### config.mk
export PLATFORM = sky130hd
export DESIGN_NAME = mem_access_unit
export DESIGN_NICKNAME = d
export VERILOG_FILES = /design/src/rtl/mem_access_unit.sv
export SDC_FILE = /design/constraint.sdc
export NUM_CORES = 1
export LEC_CHECK = 0
export ABC_CLOCK_PERIOD_IN_PS = 2250
export BUFFER_PORTS_ARGS = -buffer_cell sky130_fd_sc_hd__buf_2
export CAP_MARGIN = 20
export CORE_MARGIN = 2
export CORE_UTILIZATION = 39
export CTS_CLUSTER_SIZE = 24
export DETAILED_ROUTE_END_ITERATION = 12
export PLACE_DENSITY = 0.67
export SYNTH_ARGS = -nofsm -noshare
export SYNTH_HDL_FRONTEND = slang
export SYNTH_SLANG_ARGS = --single-unit
### constraint.sdc
create_clock -name clk -period 2.25 [get_ports clk]
set_clock_uncertainty 0.15 [all_clocks]
set_input_delay 0.45 -clock clk [delete_from_list [all_inputs] [get_ports clk]]
set_output_delay 0.45 -clock clk [all_outputs]
set_load 0.01 [all_outputs]
### src/rtl/mem_access_unit.sv
// Data-memory access unit: issues one aligned load/store per request, waits for
// dmem_ack (bounded by TIMEOUT), formats load results and stalls the pipeline meanwhile.
module mem_access_unit #(
  parameter int TIMEOUT = 255
) (
  input  logic        clk,
  input  logic        rst,
  input  logic [1:0]  me_writeMem,
  input  logic [2:0]  me_readMem,
  input  logic [31:0] me_outAlu,
  input  logic [31:0] me_rs2Data,
  input  logic        dmem_ack,
  input  logic [31:0] dmem_rdata,
  output logic        dmem_req,
  output logic        dmem_we,
  output logic [31:0] dmem_addr,
  output logic [3:0]  dmem_be,
  output logic [31:0] dmem_wdata,
  output logic        mem_stall,
  output logic [31:0] mem_loadData,
  output logic        mem_misalign,
  output logic        mem_busErr
);

  localparam int CW = (TIMEOUT < 2) ? 1 : $clog2(TIMEOUT + 1);

  typedef enum logic [1:0] {IDLE = 2'd0, BUSY = 2'd1, DONE = 2'd2} state_t;

  state_t        state_r, state_s;
  logic [CW-1:0] cnt_r;
  logic [2:0]    ld_type_r;
  logic [1:0]    ld_off_r;
  logic          is_store_s, is_load_s, access_s, misal_s, start_s, timeout_s;
  logic [1:0]    size_s;
  logic [3:0]    be_s;
  logic [31:0]   wdata_s;

  function automatic logic [31:0] fmt_load(input logic [2:0] ty, input logic [1:0] off,
                                           input logic [31:0] d);
    logic [7:0]  b;
    logic [15:0] h;
    logic [31:0] r;
    case (off)
      2'd0:    b = d[7:0];
      2'd1:    b = d[15:8];
      2'd2:    b = d[23:16];
      default: b = d[31:24];
    endcase
    h = off[1] ? d[31:16] : d[15:0];
    case (ty)
      3'b001:  r = {{24{b[7]}}, b};
      3'b010:  r = {{16{h[15]}}, h};
      3'b100:  r = {24'd0, b};
      3'b101:  r = {16'd0, h};
      default: r = d;
    endcase
    return r;
  endfunction

  // Decode the requested access: size (0 byte, 1 half, 2 word), alignment, lanes.
  always_comb begin
    is_store_s = (me_writeMem != 2'b00);
    is_load_s  = !is_store_s && (me_readMem >= 3'b001) && (me_readMem <= 3'b101);
    access_s   = is_store_s || is_load_s;
    if (is_store_s) begin
      size_s = me_writeMem - 2'b01;
    end else begin
      case (me_readMem)
        3'b010, 3'b101: size_s = 2'd1;
        3'b011:         size_s = 2'd2;
        default:        size_s = 2'd0;
      endcase
    end
    misal_s = access_s && (((size_s == 2'd1) && me_outAlu[0]) ||
                           ((size_s == 2'd2) && (me_outAlu[1:0] != 2'b00)));
    case (size_s)
      2'd0: begin
        be_s    = 4'b0001 << me_outAlu[1:0];
        wdata_s = {4{me_rs2Data[7:0]}};
      end
      2'd1: begin
        be_s    = me_outAlu[1] ? 4'b1100 : 4'b0011;
        wdata_s = {2{me_rs2Data[15:0]}};
      end
      default: begin
        be_s    = 4'b1111;
        wdata_s = me_rs2Data;
      end
    endcase
    if (!is_store_s) begin
      be_s    = 4'b0000;
      wdata_s = 32'd0;
    end else begin
      be_s    = be_s;
      wdata_s = wdata_s;
    end
    start_s   = (state_r == IDLE) && access_s && !misal_s;
    timeout_s = (state_r == BUSY) && !dmem_ack && (cnt_r == CW'(TIMEOUT - 1));
  end

  // Next-state logic; an ack beats a simultaneous timeout.
  always_comb begin
    state_s = state_r;
    case (state_r)
      IDLE:    if (start_s) state_s = BUSY; else state_s = IDLE;
      BUSY:    if (dmem_ack || timeout_s) state_s = DONE; else state_s = BUSY;
      DONE:    state_s = IDLE;
      default: state_s = IDLE;
    endcase
  end

  // State register.
  always_ff @(posedge clk or negedge rst) begin
    if (!rst) state_r <= IDLE;
    else      state_r <= state_s;
  end

  // Request registers, wait counter and captured load result.
  always_ff @(posedge clk or negedge rst) begin
    if (!rst) begin
      cnt_r        <= '0;
      ld_type_r    <= 3'd0;
      ld_off_r     <= 2'd0;
      dmem_req     <= 1'b0;
      dmem_we      <= 1'b0;
      dmem_addr    <= 32'd0;
      dmem_be      <= 4'd0;
      dmem_wdata   <= 32'd0;
      mem_loadData <= 32'd0;
      mem_busErr   <= 1'b0;
    end else begin
      mem_busErr <= 1'b0;
      case (state_r)
        IDLE: begin
          cnt_r <= '0;
          if (start_s) begin
            dmem_req   <= 1'b1;
            dmem_we    <= is_store_s;
            dmem_addr  <= {me_outAlu[31:2], 2'b00};
            dmem_be    <= be_s;
            dmem_wdata <= wdata_s;
            ld_type_r  <= is_store_s ? 3'd0 : me_readMem;
            ld_off_r   <= me_outAlu[1:0];
          end else begin
            dmem_req <= 1'b0;
          end
        end
        BUSY: begin
          if (dmem_ack) begin
            dmem_req <= 1'b0;
            if (ld_type_r != 3'd0) mem_loadData <= fmt_load(ld_type_r, ld_off_r, dmem_rdata);
            else                   mem_loadData <= mem_loadData;
          end else if (timeout_s) begin
            dmem_req     <= 1'b0;
            mem_busErr   <= 1'b1;
            mem_loadData <= 32'd0;
          end else begin
            cnt_r <= cnt_r + CW'(1);
          end
        end
        default: begin
          cnt_r <= '0;
        end
      endcase
    end
  end

  assign mem_stall    = rst && (start_s || (state_r == BUSY));
  assign mem_misalign = rst && (state_r == IDLE) && misal_s;

endmodule

==> results_dict.tcl, run 1 <==
set metrics [dict create \
    maxCapViolations 0 \
    final-instance-count-excl-fill 953 \
    insertion_delay_ps 420 \
    syn2layout_area_growth_pct 36.2 \
    cpPeakStageDelay_ps 400 \
    synth.most_common_cell "dfrtp_1" \
    yosys.area.top_type_share 0.488 \
    cts-root-buf "clkbuf_16" \
    fin_setup_tns_ps 0 \
    timing.final.crit_share 0.988 \
    fin_util 0.539 \
    postLayoutCellArea_mm2 0.00810 \
    cp.arrival_ps 1620 \
    via_per_inst 5.24 \
    max_slew.worst_pin.slew_ps 661 \
    ys_async_sr_fraction 1.00 \
    holdWs_ps -0.574 \
    setup_ws_ps 27.8 \
    cts_num_sinks 116 \
    synthCells 518 \
    drt-initial-drc-count 377 \
    period_needed_ps 2220 \
    reg2reg_depth 4 \
    cp-end-kind "output pin" \
    grt_start_max_net_pins 117 \
    post_drt_wl_per_cell_um 17.1 \
    drt_first_pass_iters 5 \
    dpl_cell_area_mm2 0.00737 \
    finalSetupViolCount 0 \
    drc 0 \
    placementRows 45 \
    die_w_um 127 \
    yosys.area.top_type "dfrtp_1" \
    synth_cell_types 57 \
    critPathMaxFanout 3 \
    coreArea_mm2 0.0150 \
    htree_levels 4 \
    synthTopCellsByCount "dfrtp_1 (116), o21ai_0 (47), mux2_4 (42), nor2_1 (36), nand2_1 (35)" \
    place_congestion 0.898 \
    worstSetupPathType "in -> out" \
    slew_viol_final 0 \
    pin_count 209 \
    cp_cell_sequence "buf_8 > or3b_4 > o221ai_4 > a2111oi_4 > o21a_1 > buf_6" \
    dieArea_mm2 0.0163 \
    grt_pass1_wl_mm 25.6 \
    synthTopCellsByArea "dfrtp_1 (49%), mux2_4 (11%), mux2_2 (6.4%), o21ai_0 (4.0%), mux2i_1 (2.5%)" \
    ys_warn_count 0 \
    synth_edf_count 0 \
    grt_overflow 0 \
    hpwlAfterDp_mm 11.9 \
    slowest_stage "or3b_4" \
    max_freq_mhz 450 \
    hold_path.class "in -> async" \
    cts_buffers 17 \
    clk_pin_slew_worst_paths_ps 60 \
    r2r-end "mem_loadData[21]" \
    cp.required_ps 1650 \
    cts_buffer_depth 2 \
    timing.rr.start "ld_type_r[2]" \
    startpoint "me_writeMem[1]" \
    dp.cells 913 \
    critPathLaunchType "input port" \
    power_mw 11.4 \
    die_h_um 127 \
    netlist_area_mm2 0.00595 \
    portBuffers 206 \
    cts_tree "built" \
    pre_cts_ws_ps -189 \
    rsz0062_at_grt "no" \
    synthFlopType "dfrtp_1" \
    ys_ff_latch 116 \
    reg2reg_slack_ps 200 \
    start_util 0.396 \
    powerDensity_mw_per_mm2 1410 \
    path_delay_family "compound AO/OA/AOI/OAI gates" \
    nNetsFinal 856 \
    routed-via-count 4995 \
    track_usage 0.199 \
    cts.hold.buffers_added 0 \
    crit_buf_inv 2 \
    yosysSeqAreaShare 0.488 \
    violations "negative hold slack" \
    layout-drive-gt1-share 0.485 \
    status "complete, but fails checks" \
    hold_violations 3 \
    leakagePower_nw 3.98 \
    ir_worst_vdd_v 0.000784 \
    wl_mm 16.3 \
    grt_pass1_vias 4932 \
    avgSynthCellArea_um2 11.5 \
    slew_headroom 0.555 \
    grt_antenna_before_repair 2 \
    antenna_left 0 \
]
logic make-up after synthesis:
kind of cell	Yosys count	synth area share
AO/OA/AOI/OAI	136	0.167
XOR/XNOR	6	0.00884
adder cells (fa/ha/maj)	2	0.00421
buffers and inverters	54	0.0444
flip-flops	116	0.488
multiplexers	91	0.196
other	1	0.000631
AND/OR/NAND/NOR	112	0.0907
registers in the layout, indices dropped and copies added (netlist names):
register and count:
ld_off_r 2, mem_loadData 32, state_r 2, cnt_r 8
dmem_be 4, dmem_we 1, dmem_addr 30, ld_type_r 3
dmem_wdata 32, mem_busErr 1, dmem_req 1
layout by cell type, fill, tap and decap left out, types with 8 or more instances in the layout:
cell | synthesis | routed
o31ai_1 | 8 | 8
clkbuf_16 | 0 | 17
dfrtp_1 | 116 | 116
o21ai_0 | 47 | 47
a22oi_1 | 8 | 8
a2bb2oi_1 | 8 | 8
mux2i_1 | 15 | 15
buf_2 | 7 | 201
inv_1 | 15 | 15
nand2_1 | 35 | 35
nor2_1 | 36 | 36
buf_4 | 2 | 40
nor2b_1 | 14 | 14
a22o_1 | 8 | 8
mux2_4 | 42 | 42
o2bb2ai_1 | 16 | 16
mux2_2 | 34 | 34
cell type report:
cell class | count | area, um^2
diodes | 2 | 5.00
inverters | 16 | 62.6
well taps | 188 | 235
repair buffers | 250 | 1450
clock inverters | 14 | 200
clock buffers | 18 | 439
multi-input cells | 349 | 2810
flip-flops and latches | 116 | 2900
fillers | 1309 | 6930
power breakdown:
| part | total (mW) | internal (mW) | switching [mW] |
|---|---|---|---|
| logic | 4.77 | 2.46 | 2.32 |
| clock network | 2.94 | 1.90 | 1.04 |
| registers | 3.67 | 3.04 | 0.630 |
how the worst max path moves through the flow:
stage,to,depth (start not counted)
final,mem_stall,6
after global routing,mem_stall,6
after CTS,mem_stall,6
after detailed placement,dmem_addr[13],7
after global placement,dmem_addr[2],7
after floorplan,mem_stall,7
metal layers:
metal / global-route usage / up-vias / wire length (um)
met5: 0 / - / 0
met4: 0.100 / 0 / 502
met3: 0.0465 / 38 / 775
met2: 0.306 / 164 / 7870
met1: 0.265 / 2442 / 7180
li1: - / 2351 / -
what timing repair did:
item,4_1_cts,5_1_grt
pin swaps,4,3
endpoints found under the setup margin,2,24
buffers inserted,3,2
gates resized for setup,9,4
No activity file was read; power rests on OpenSTA's default activity.
==> run 2, diff against run 1 <==
RECOVER_POWER = 100   (was unset)
==> run 2 against run 1 <==
Compared with the run above:
- first-iteration DRC count fell by 5.6%
- highest routed layer unchanged
- total power fell by 2.1%
- cell area fell by 1.9%
- via count rose by 0.26%
- final cell count did not move
- worst setup slack got worse by 2.6 ps
- the flow finishes with violations (max-capacitance violations, max-slew violations)
- critical path depth did not move
- critical path type unchanged
- routed wire length fell by 0.51%
- count of clock-buffer cells in the layout did not move
==> results_dict.tcl, run 2 (same netlist as run 1, synthesis figures left out) <==
set metrics [dict create \
    syn2layout_area_growth_pct 33.6 \
    layout-drive-gt1-share 0.349 \
    postLayoutCellArea_mm2 0.00795 \
    pin_count 209 \
    critPathMaxFanout 3 \
    routed-via-count 5008 \
    portBuffers 206 \
    cp.arrival_ps 1620 \
    worstSetupPathType "in -> out" \
    slowest_stage "or3b_4" \
    wl_mm 16.3 \
    cts_num_sinks 116 \
    cp_cell_sequence "buf_8 > or3b_4 > o221ai_4 > a2111oi_4 > o21a_1 > buf_6" \
    hpwlAfterDp_mm 11.9 \
    slew_viol_final 117 \
    biggestRegsByFlops "dmem_wdata: 32 flops, mem_loadData: 32 flops, dmem_addr: 30 flops" \
    grt_pass1_vias 4932 \
    cp.required_ps 1650 \
    pre_cts_ws_ps -189 \
    p_switching_mw 4.00 \
    fin_setup_tns_ps 0 \
    dpl_cell_area_mm2 0.00737 \
    timing.final.crit_share 0.989 \
    via_per_inst 5.25 \
    hold_path.class "in -> reg" \
    final-instance-count-excl-fill 953 \
    track_usage 0.199 \
    powerDensity_mw_per_mm2 1400 \
    holdWs_ps 116 \
    die_h_um 127 \
    place_congestion 0.898 \
    clk_pin_slew_worst_paths_ps 60 \
    pwr-share-seq 0.332 \
    finalSetupViolCount 0 \
    nNetsFinal 856 \
    post_drt_wl_per_cell_um 17.1 \
    max_freq_mhz 449 \
    reg2reg_slack_ps 200 \
    insertion_delay_ps 410 \
    start_util 0.396 \
    final_cell_mix "dfrtp_1 (116), clkbuf_1 (104), buf_2 (100)" \
    slew_headroom -0.0564 \
    cts_tree "built" \
    cts-root-buf "clkbuf_16" \
    max_slew.worst_pin.slew_ps 1580 \
    antenna_left 0 \
    cpPeakStageDelay_ps 400 \
    ir_worst_vdd_v 0.000751 \
    cp-end-kind "output pin" \
    drt_first_pass_iters 5 \
    p_comb_frac 0.405 \
    power_mw 11.1 \
    critPathLaunchType "input port" \
    hold_violations 0 \
    grt_pass1_wl_mm 25.6 \
    pwr-share-clk 0.263 \
    layout_commonest_cell "dfrtp_1" \
    fin_util 0.529 \
    cts_buffer_depth 2 \
    cts.hold.buffers_added 0 \
    grt_start_max_net_pins 117 \
    leakagePower_nw 3.63 \
    setup_ws_ps 25.2 \
    grt_antenna_before_repair 2 \
    maxCapViolations 1 \
    p_int_mw 7.15 \
    grt_overflow 0 \
    coreArea_mm2 0.0150 \
    cts_buffers 17 \
    dp.cells 913 \
    htree_levels 4 \
    drt-initial-drc-count 356 \
    die_w_um 127 \
    period_needed_ps 2220 \
    switching_share 0.359 \
    dieArea_mm2 0.0163 \
    drc 0 \
    status "complete, but fails checks" \
    placementRows 45 \
    violations "max-capacitance violations, max-slew violations" \
]
==> run 2: worst max-delay path, delay by kind of cell <==
kind            cells  cell delay [ps]
compound gates      3              530
buf+inv             2              230
simple gates        1              400
==> run 2: what timing repair did <==
action | 4_1_cts | 5_1_grt
hold endpoints to repair | 0 | 0
cloned | 0 | 0
resized for setup | 9 | 4
pin swaps | 4 | 3
buffers inserted | 3 | 2
setup endpoints to repair | 2 | 24
==> run 2: power groups by stage <==
stage | Combinational (mW) | Clock (mW) | Sequential (mW)
6_report | 4.51 | 2.93 | 3.70
2_1_floorplan | 2.66 | 0 | 3.97
4_1_cts | 4.78 | 3.00 | 3.68
5_1_grt | 4.90 | 3.10 | 3.81
3_5_place_dp | 4.75 | 0 | 3.67
3_3_place_gp | 4.66 | 0 | 3.64
==> run 2: final timing paths <==
check / start / endpoint / cells after the start
max in group asynchronous: rst / mem_loadData[9] / 2
setup / recovery: me_writeMem[1] / mem_stall / 6
hold / removal: me_outAlu[28] / dmem_addr[28] / 2
hold reg to reg: mem_loadData[27] / mem_loadData[27] / 1
min in group asynchronous: rst / dmem_be[0] / 2
setup reg to reg: ld_type_r[2] / mem_loadData[21] / 4
==> run 2: final cells by class <==
cell class | instances | area [um^2]
antenna | 2 | 5.00
clock buffer | 18 | 439
clock inverter | 14 | 200
fill | 1368 | 7090
inverter | 16 | 62.6
multi-input combinational | 349 | 2810
sequential | 116 | 2900
tap | 188 | 235
timing repair buffer | 250 | 1290
==> run 2: layer usage <==
layer	wire length, um	track usage
met5	0	0
met1	7090	0.265
met3	820	0.0465
met2	7850	0.306
met4	484	0.100
